[config.mk]
export PLATFORM = sky130hd
export DESIGN_NAME = tap_ctrl_regs
export DESIGN_NICKNAME = d
export VERILOG_FILES = /design/src/rtl/tap_ctrl_regs.sv
export SDC_FILE = /design/constraint.sdc
export NUM_CORES = 1
export LEC_CHECK = 0
export ABC_AREA = 1
export BUFFER_PORTS_ARGS = -buffer_cell sky130_fd_sc_hd__buf_2
export CELL_PAD_IN_SITES_DETAIL_PLACEMENT = 0
export CELL_PAD_IN_SITES_GLOBAL_PLACEMENT = 2
export CORE_MARGIN = 10
export CORE_UTILIZATION = 34
export CTS_CLUSTER_DIAMETER = 80
export DETAILED_ROUTE_END_ITERATION = 8
export GPL_TIMING_DRIVEN = 0
export PLACE_DENSITY = 0.81
export SETUP_SLACK_MARGIN = 0.5
export SLEW_MARGIN = 20
export SYNTH_ARGS = -nofsm -noshare
export SYNTH_HDL_FRONTEND = slang
export SYNTH_SLANG_ARGS = --single-unit
[constraint.sdc]
create_clock -name clk -period 2 [get_ports clk]
set_input_delay 0.1 -clock clk [delete_from_list [all_inputs] [get_ports clk]]
set_output_delay 0.1 -clock clk [all_outputs]
set_load 0.05 [all_outputs]
[src/rtl/tap_ctrl_regs.sv]
// tap_ctrl_regs: IEEE 1149.1 TAP controller with IR, BYPASS, IDCODE and USER data registers
module tap_ctrl_regs #(
    parameter int                  IR_WIDTH     = 4,
    parameter int                  DR_WIDTH     = 8,
    parameter logic [31:0]         IDCODE_VAL   = 32'h1000_0001,
    parameter logic [IR_WIDTH-1:0] INSTR_IDCODE = IR_WIDTH'(1),
    parameter logic [IR_WIDTH-1:0] INSTR_USER   = IR_WIDTH'(2)
) (
    input  logic                clk,
    input  logic                TRST_n,
    input  logic                TMS,
    input  logic                TDI,
    output logic                TDO,
    output logic                tdo_en,
    output logic [3:0]          state_obs,
    output logic [IR_WIDTH-1:0] instr,
    input  logic [DR_WIDTH-1:0] user_in,
    output logic [DR_WIDTH-1:0] user_out,
    output logic                user_update
);
    typedef enum logic [3:0] {
        TLR       = 4'd0,
        RTI       = 4'd1,
        SEL_DR    = 4'd2,
        CAP_DR    = 4'd3,
        SHIFT_DR  = 4'd4,
        EXIT1_DR  = 4'd5,
        PAUSE_DR  = 4'd6,
        EXIT2_DR  = 4'd7,
        UPDATE_DR = 4'd8,
        SEL_IR    = 4'd9,
        CAP_IR    = 4'd10,
        SHIFT_IR  = 4'd11,
        EXIT1_IR  = 4'd12,
        PAUSE_IR  = 4'd13,
        EXIT2_IR  = 4'd14,
        UPDATE_IR = 4'd15
    } state_t;

    state_t state, state_nxt;
    logic [IR_WIDTH-1:0] ir_shift;
    logic [31:0] id_shift;
    logic [DR_WIDTH-1:0] user_shift;
    logic bypass_reg, sel_idcode, sel_user, dr_tdo, user_wr;

    assign sel_idcode = instr == INSTR_IDCODE;
    assign sel_user   = instr == INSTR_USER;
    assign user_wr    = state == UPDATE_DR && sel_user;

    // TAP state register
    always_ff @(posedge clk)
        state <= !TRST_n ? TLR : state_nxt;

    // TAP next-state decode driven by TMS
    always_comb begin
        state_nxt = state;
        case (state)
            TLR:                       state_nxt = TMS ? TLR : RTI;
            RTI, UPDATE_DR, UPDATE_IR: state_nxt = TMS ? SEL_DR : RTI;
            SEL_DR:                    state_nxt = TMS ? SEL_IR : CAP_DR;
            SEL_IR:                    state_nxt = TMS ? TLR : CAP_IR;
            CAP_DR, SHIFT_DR:          state_nxt = TMS ? EXIT1_DR : SHIFT_DR;
            EXIT1_DR:                  state_nxt = TMS ? UPDATE_DR : PAUSE_DR;
            PAUSE_DR:                  state_nxt = TMS ? EXIT2_DR : PAUSE_DR;
            EXIT2_DR:                  state_nxt = TMS ? UPDATE_DR : SHIFT_DR;
            CAP_IR, SHIFT_IR:          state_nxt = TMS ? EXIT1_IR : SHIFT_IR;
            EXIT1_IR:                  state_nxt = TMS ? UPDATE_IR : PAUSE_IR;
            PAUSE_IR:                  state_nxt = TMS ? EXIT2_IR : PAUSE_IR;
            EXIT2_IR:                  state_nxt = TMS ? UPDATE_IR : SHIFT_IR;
            default:                   state_nxt = TLR;
        endcase
    end

    // Instruction shift register and active instruction
    always_ff @(posedge clk) begin
        if (!TRST_n) begin
            ir_shift <= '0;
            instr    <= INSTR_IDCODE;
        end else begin
            case (state)
                TLR:       instr    <= INSTR_IDCODE;
                CAP_IR:    ir_shift <= IR_WIDTH'(2'b01);
                SHIFT_IR:  ir_shift <= {TDI, ir_shift[IR_WIDTH-1:1]};
                UPDATE_IR: instr    <= ir_shift;
                default:   ;
            endcase
        end
    end

    // Capture and shift of whichever data register the instruction selects
    always_ff @(posedge clk) begin
        if (!TRST_n) begin
            bypass_reg <= 1'b0;
            id_shift   <= '0;
            user_shift <= '0;
        end else if (state == CAP_DR) begin
            if (sel_idcode)
                id_shift <= IDCODE_VAL;
            else if (sel_user)
                user_shift <= user_in;
            else
                bypass_reg <= 1'b0;
        end else if (state == SHIFT_DR) begin
            if (sel_idcode)
                id_shift <= {TDI, id_shift[31:1]};
            else if (sel_user)
                user_shift <= DR_WIDTH'({TDI, user_shift} >> 1);
            else
                bypass_reg <= TDI;
        end
    end

    // USER parallel output and its one-cycle write strobe
    always_ff @(posedge clk) begin
        if (!TRST_n) begin
            user_out    <= '0;
            user_update <= 1'b0;
        end else begin
            user_update <= user_wr;
            if (user_wr)
                user_out <= user_shift;
        end
    end

    assign dr_tdo    = sel_idcode ? id_shift[0] : sel_user ? user_shift[0] : bypass_reg;
    assign TDO       = state == SHIFT_IR ? ir_shift[0] : state == SHIFT_DR ? dr_tdo : 1'b0;
    assign tdo_en    = state == SHIFT_IR || state == SHIFT_DR;
    assign state_obs = state;
endmodule

==> run_results.csv, run 1 <==
group,metric,value,unit
global_routing,antenna_found_initial,0,
clock_tree,cts-root-buf,"clkbuf_8",
timing,max_slew.worst_pin.slew,0.534,ns
final_layout,num_antenna_cells,0,
placed_design,gp_congestion,0.797,
floorplanning,die_w,111,um
critical_path,reg2reg_depth,8,
final_layout,stdcell_count,605,
synth,synth_common_cells,"155 x nand2_1, 86 x nor2_1, 62 x dfxtp_1",
drt,drtIter0Drc,123,
critical_path,path_cells,"nor2_4 > nand3_4 > clkinv_4 > nand2_4 > nand3_2 > nand2_2 > o21ai_2 > buf_6",
floorplanning,die_y,111,um
placed_design,dp_cells,564,
power,p_total,2.54,mW
min_path,hold_path_class,"input pin to flip-flop",
drt,drt_wl_total,7400,um
synth,yosysWarnings,0,
timing,clock.fmax,0.643,GHz
synth,synth.most_common_cell,"nand2_1",
synth,yosysTopAreaCellShare,0.442,
final_layout,area_delta_synth_final,35.1,%
floorplanning,num_rows,33,
clock_tree,cts_buffer_depth,2,
final_layout,regMostFlops,"id_shift",
critical_path,regToRegSetupSlack,0.55,ns
final_layout,reg_top3,"id_shift x32, user_out x8, user_shift x8",
final_layout,fin_area,3790,sq um
power,ir_worst_vdd,307,uV
synth,async_flop_share,0,
global_routing,grt_pass1_wl,12400,um
synth,yosysSeqAreaShare,0.442,
timing,fin_skew,0.0115,ns
timing,rsz0062_at_grt,"true",
floorplanning,core_region_area,8130,sq um
drt,final_antenna_net_count,0,
synth,synth_top_cell_by_area,"dfxtp_1",
run,maxCapViolations,0,
global_routing,first_global_vias,2580,
synth,synth_cell_type_count,24,
critical_path,cp-start-kind,"flip-flop",
clock_tree,cts_tree,"done",
drt,viasPerCell,4.54,
synth,synth_edf_count,0,
synth,synth.cell_area,2810,sq um
global_routing,overflow,0,
synth,syn_area_per_cell,6.53,sq um
critical_path,crit_buf_inv,2,
critical_path,path_class,"flip-flop to output pin",
run_status,outcome,"completed",
placed_design,dpl_worst_slack,0.350,ns
critical_path,slowest_delay,0.34,ns
critical_path,r2r-start,"state_obs[2]",
timing,finalCritPeriodShare,0.777,
drt,drt_pass1_iterations,4,
critical_path,arrival,1.45,ns
critical_path,cp_slowest_cell,"dfxtp_2",
global_routing,grtUsageTotal,0.119,
critical_path,crit_start,"instr[3]",
placed_design,hpwlAfterDp,4910,um
power,p_leak,1.72,nW
floorplanning,ios,31,
critical_path,crit_cells,8,
timing,fin_worst_hold_slack,0.0441,ns
timing,setup_viol,0,
clock_tree,cts_buffers,9,
critical_path,crit_path_end,"TDO",
critical_path,crit_fanout,4,
global_routing,grt_start_max_net_pins,12,
clock_tree,clock_latency,0.34,ns
final_layout,drive_above_1_share,0.244,
synth,ys_ff_latch,62,
clock_tree,h-tree-depth,3,
synth,synth_flop_cell,"dfxtp_1",
timing,min_period,1.55,ns
clock_tree,clk_pin_slew,0.07,ns
final_layout,largest_reg_flops,32,
timing,final-hold-violation-count,0,
placed_design,placed_area,3100,sq um
final_layout,fin_nets,507,
synth,syn_nets,442,
synth,synthCells,430,
floorplanning,start_util,0.345,
critical_path,rr_endpoint,"id_shift[28]",
critical_path,critPathRequiredTime,1.90,ns
timing,slew_headroom,0.644,
critical_path,crit_path_end_kind,"output pin",
synth,synth.top_cells.by_area,"dfxtp_1 44%, nand2_1 21%, nor2_1 11%",
placed_design,portBuffers,29,
clock_tree,cts_sinks,62,
drt,dr_total_vias,2745,
timing,setup_slack,0.446,ns
drt,wl_per_cell,12.2,um
drt,drcViolationCount,0,
critical_path,crit_family,"simple AND/OR/NAND/NOR gates",
timing,maxSlewViolCount,0,
timing,final.setup.tns,0,ns
power,p_per_area,670,nW/um^2
floorplanning,die-area,12300,sq um
final_layout,utilization,0.466,
==> metal layers <==
metal,vias up,part of all wire,global-route usage
li1,1468,-,-
met1,1238,0.47,0.142
met2,32,0.48,0.198
met3,7,0.042,0.0400
met4,0,0.010,0.0339
met5,-,0,0
==> worst min path at each step <==
stage,from,endpoint,slack [ns],cells past startpoint
6_report,TDI,ir_shift[3],0.04,3
5_1_grt,TDI,ir_shift[3],0.04,3
2_1_floorplan,TDI,ir_shift[3],0.24,2
4_1_cts,TDI,ir_shift[3],0.03,3
3_5_place_dp,TDI,ir_shift[3],0.40,3
3_3_place_gp,TDI,ir_shift[3],0.40,3
==> power by group <==
group / internal (mW) / switching (mW) / total [mW]
clock network: 0.488 / 0.503 / 0.991
logic: 0.111 / 0.159 / 0.270
registers: 1.26 / 0.0203 / 1.28
==> cell type report <==
| class | instances | area [sq um] |
|---|---|---|
| Buffer | 20 | 173 |
| Sequential cell | 62 | 1260 |
| Timing Repair Buffer | 53 | 415 |
| Clock inverter | 4 | 32.5 |
| Inverter | 28 | 133 |
| Clock buffer | 12 | 145 |
| Fill cell | 878 | 4340 |
| Timing Repair inverter | 1 | 16.3 |
| Tap cell | 105 | 131 |
| Multi-Input combinational cell | 320 | 1490 |
==> cell usage in the layout, fill, tap and decap left out, types with 9 or more instances in the layout <==
cell type	instances
buf_4	19
nand2_1	146
buf_2	28
nand3_1	9
nor2_1	83
a21oi_1	20
dfxtp_1	54
inv_1	21
o21ai_0	22
clkbuf_8	10
==> timing repair <==
item | 4_1_cts | 5_1_grt
gates cloned | 0 | 5
hold buffers | 0 | 0
setup endpoints to repair | 43 | 50
setup buffers | 11 | 9
resized for setup | 35 | 33
pin swaps | 7 | 8
==> worst reg2reg max path: stages (launching register included) <==
cell,delay (ns)
dfxtp_4,0.37
buf_4,0.14
nor2_4,0.18
nand2_8,0.11
nand2_8,0.09
nand2_8,0.08
buf_4,0.15
nor3_1,0.14
nor2_1,0.07
==> cell families after synthesis <==
group | synth area share
buffers and inverters | 0.0847
AOI/OAI and AO/OA | 0.0967
and+or+nand+nor | 0.377
DFF | 0.442
(Power assumes the default switching activity.)
==> run 2: changes to the inputs <==
--- a/config.mk
+++ b/config.mk
@@ -10,11 +10,11 @@
 export CELL_PAD_IN_SITES_DETAIL_PLACEMENT = 0
 export CELL_PAD_IN_SITES_GLOBAL_PLACEMENT = 2
 export CORE_MARGIN = 10
-export CORE_UTILIZATION = 34
+export CORE_UTILIZATION = 28
 export CTS_CLUSTER_DIAMETER = 80
 export DETAILED_ROUTE_END_ITERATION = 8
 export GPL_TIMING_DRIVEN = 0
-export PLACE_DENSITY = 0.81
+export PLACE_DENSITY = 0.71
 export SETUP_SLACK_MARGIN = 0.5
 export SLEW_MARGIN = 20
 export SYNTH_ARGS = -nofsm -noshare
==> constraint.sdc (replaced) <==
create_clock -name clk -period 1.35 [get_ports clk]
set_input_delay 0.0675 -clock clk [delete_from_list [all_inputs] [get_ports clk]]
set_output_delay 0.0675 -clock clk [all_outputs]
set_load 0.05 [all_outputs]
==> run 2 against run 1 <==
Against the previous run:
- the flow now finishes with violations (negative setup slack)
- critical path depth is 1 higher
- clock-buffer cell count is 3 lower
- power increased by 62%
- design area up 24%
- non-clock buffer count grew 27
- combinational power up 100%
- sequential cell count stayed put
- global-route usage about the same
- first-iteration DRC count is 11% lower
- worst hold slack got worse by 0.031 ns
- routed wire length rose by 17%
==> run_results.csv, run 2 (synthesis gave the netlist of run 1 again) <==
group,metric,value,unit
run_status,failed_checks,"negative setup slack",
timing,final-hold-violation-count,0,
drt,viasPerCell,4.44,
final_layout,utilization,0.480,
power,clkPwrFrac,0.410,
power,ir_worst_vdd,385,uV
power,p_leak,2.01,nW
global_routing,grtUsageTotal,0.119,
run,maxCapViolations,0,
clock_tree,cts_tree,"done",
timing,slew_headroom,0.613,
timing,rsz0062_at_grt,"true",
final_layout,area_delta_synth_final,66.9,%
clock_tree,cts_buffer_depth,2,
drt,wl_per_cell,13.2,um
critical_path,cp-start-kind,"flip-flop",
power,intPower,2.97,mW
floorplanning,die-area,14400,sq um
placed_design,gp_congestion,0.745,
critical_path,crit_fanout,3,
run_status,outcome,"finished, violations left",
critical_path,path_cells,"buf_8 > nor2_4 > nand2_4 > inv_2 > o21ai_2 > inv_1 > nand2_1 > o21ai_2 > buf_6",
power,p_sw,1.16,mW
global_routing,overflow,0,
critical_path,cp_slowest_cell,"dfxtp_4",
timing,min_period,1.55,ns
power,p_per_area,881,nW/um^2
placed_design,portBuffers,29,
clock_tree,cts_sinks,62,
timing,max_slew.worst_pin.slew,0.581,ns
floorplanning,die_y,120,um
drt,drcViolationCount,0,
drt,drt_wl_total,8680,um
power,swShare,0.280,
critical_path,crit_path_end_kind,"output pin",
placed_design,dpl_worst_slack,-0.221,ns
floorplanning,die_w,120,um
final_layout,largest_reg_flops,32,
drt,dr_total_vias,2929,
power,p_total,4.13,mW
final_layout,drive_above_1_share,0.381,
critical_path,cpMostUsedCell,"o21ai_2",
floorplanning,start_util,0.287,
timing,fin_skew,0.0152,ns
critical_path,critPathRequiredTime,1.28,ns
final_layout,layout_commonest_cell,"nand2_1",
placed_design,hpwlAfterDp,5200,um
power,comb_power_share,0.132,
clock_tree,cts-root-buf,"clkbuf_8",
global_routing,antenna_found_initial,0,
drt,drt_pass1_iterations,4,
floorplanning,ios,31,
final_layout,mostFrequentLayoutCells,"128 x nand2_1, 76 x nor2_1, 45 x dfxtp_1",
global_routing,grt_start_max_net_pins,13,
critical_path,slowest_delay,0.35,ns
power,power_frac_seq,0.458,
floorplanning,core_region_area,9770,sq um
timing,setup_viol,56,
global_routing,first_global_vias,2766,
final_layout,fillers,998,
final_layout,num_antenna_cells,0,
final_layout,fin_nets,534,
clock_tree,clk_pin_slew,0.07,ns
clock_tree,cts_buffers,9,
floorplanning,num_rows,36,
critical_path,arrival,1.49,ns
timing,setup_slack,-0.204,ns
timing,finalCritPeriodShare,1.15,
min_path,hold_path_class,"input pin to flip-flop",
final_layout,reg_top3,"id_shift x32, user_out x8, user_shift x8",
clock_tree,h-tree-depth,3,
drt,final_antenna_net_count,0,
final_layout,regMostFlops,"id_shift",
clock_tree,clock_latency,0.36,ns
timing,maxSlewViolCount,0,
timing,clock.fmax,0.643,GHz
drt,drtIter0Drc,110,
global_routing,grt_pass1_wl,13800,um
critical_path,path_class,"flip-flop to output pin",
==> run 2: cell count changes in the layout (fill, tap and decap cells not counted), sizes merged <==
cell	delta
bufinv	+1
clkbuf	-8
inv	+1
clkinvlp	-1
buf	+32
clkinv	+2
==> run 2: what timing repair did <==
action                                  in CTS  in global routing
pin swaps                                   13                 27
setup buffers                               23                 19
endpoints found under the setup margin      81                 81
gates cloned                                 6                  4
gates resized for setup                    137                 73
hold buffers                                 0                  0
==> run 2: metal layers <==
metal	share of wire	track usage	up-vias
li1	-	-	1524
met3	0.031	0.0244	10
met4	0.018	0.0603	0
met1	0.47	0.147	1354
met2	0.48	0.192	41
met5	0	0	-
==> run 2: area by class of cell <==
class	instances	area, sq um	share of cell area
Buffer	20	211	0.0451
Clock inverter	7	73.8	0.0158
Tap cell	133	166	0.0355
Timing Repair Buffer	80	1020	0.218
Sequential cell	62	1280	0.274
Timing Repair inverter	1	16.3	0.00347
Clock buffer	9	124	0.0264
Inverter	28	135	0.0288
Multi-Input combinational cell	320	1660	0.354
==> run 2: per-stage QoR <==
step                hold WS (ns)  std cells  cell area, sq um  TNS (ns)
finish                    0.0129        660              4690     -4.79
global route              0.0190        660              4690     -8.66
CTS                      0.00697        637              4190     -4.20
detailed placement         0.379        592              3220     -7.97
global placement           0.375        592              3220     -9.29
floorplan                  0.210        430              2900    -0.825
==> run 2: worst max-delay path: cells and delay by family, from the launching register on <==
kind	cells	cell delay [ns]
and+or+nand+nor	3	0.26
buffers and inverters	4	0.41
DFF	1	0.35
AOI/OAI and AO/OA	2	0.10
==> run 2: path summary, 6_finish.rpt <==
kind,end,slack (ns),depth (start not counted),startpoint
worst min-delay path,ir_shift[3],0.01,3,TDI
worst max register to register,id_shift[26],-0.16,12,state_obs[1]
worst min register to register,id_shift[23],0.47,2,id_shift[23]
worst max-delay path,TDO,-0.20,9,state_obs[1]
==> run 2: power groups by stage <==
| stage | clock network, mW | logic (mW) | registers, mW |
|---|---|---|---|
| after detailed placement | 0 | 0.330 | 1.93 |
| final | 1.69 | 0.546 | 1.89 |
| after global routing | 1.82 | 0.596 | 1.89 |
| after CTS | 1.73 | 0.456 | 1.89 |
| after floorplan | 0 | 0.227 | 1.95 |
| after global placement | 0 | 0.331 | 1.93 |
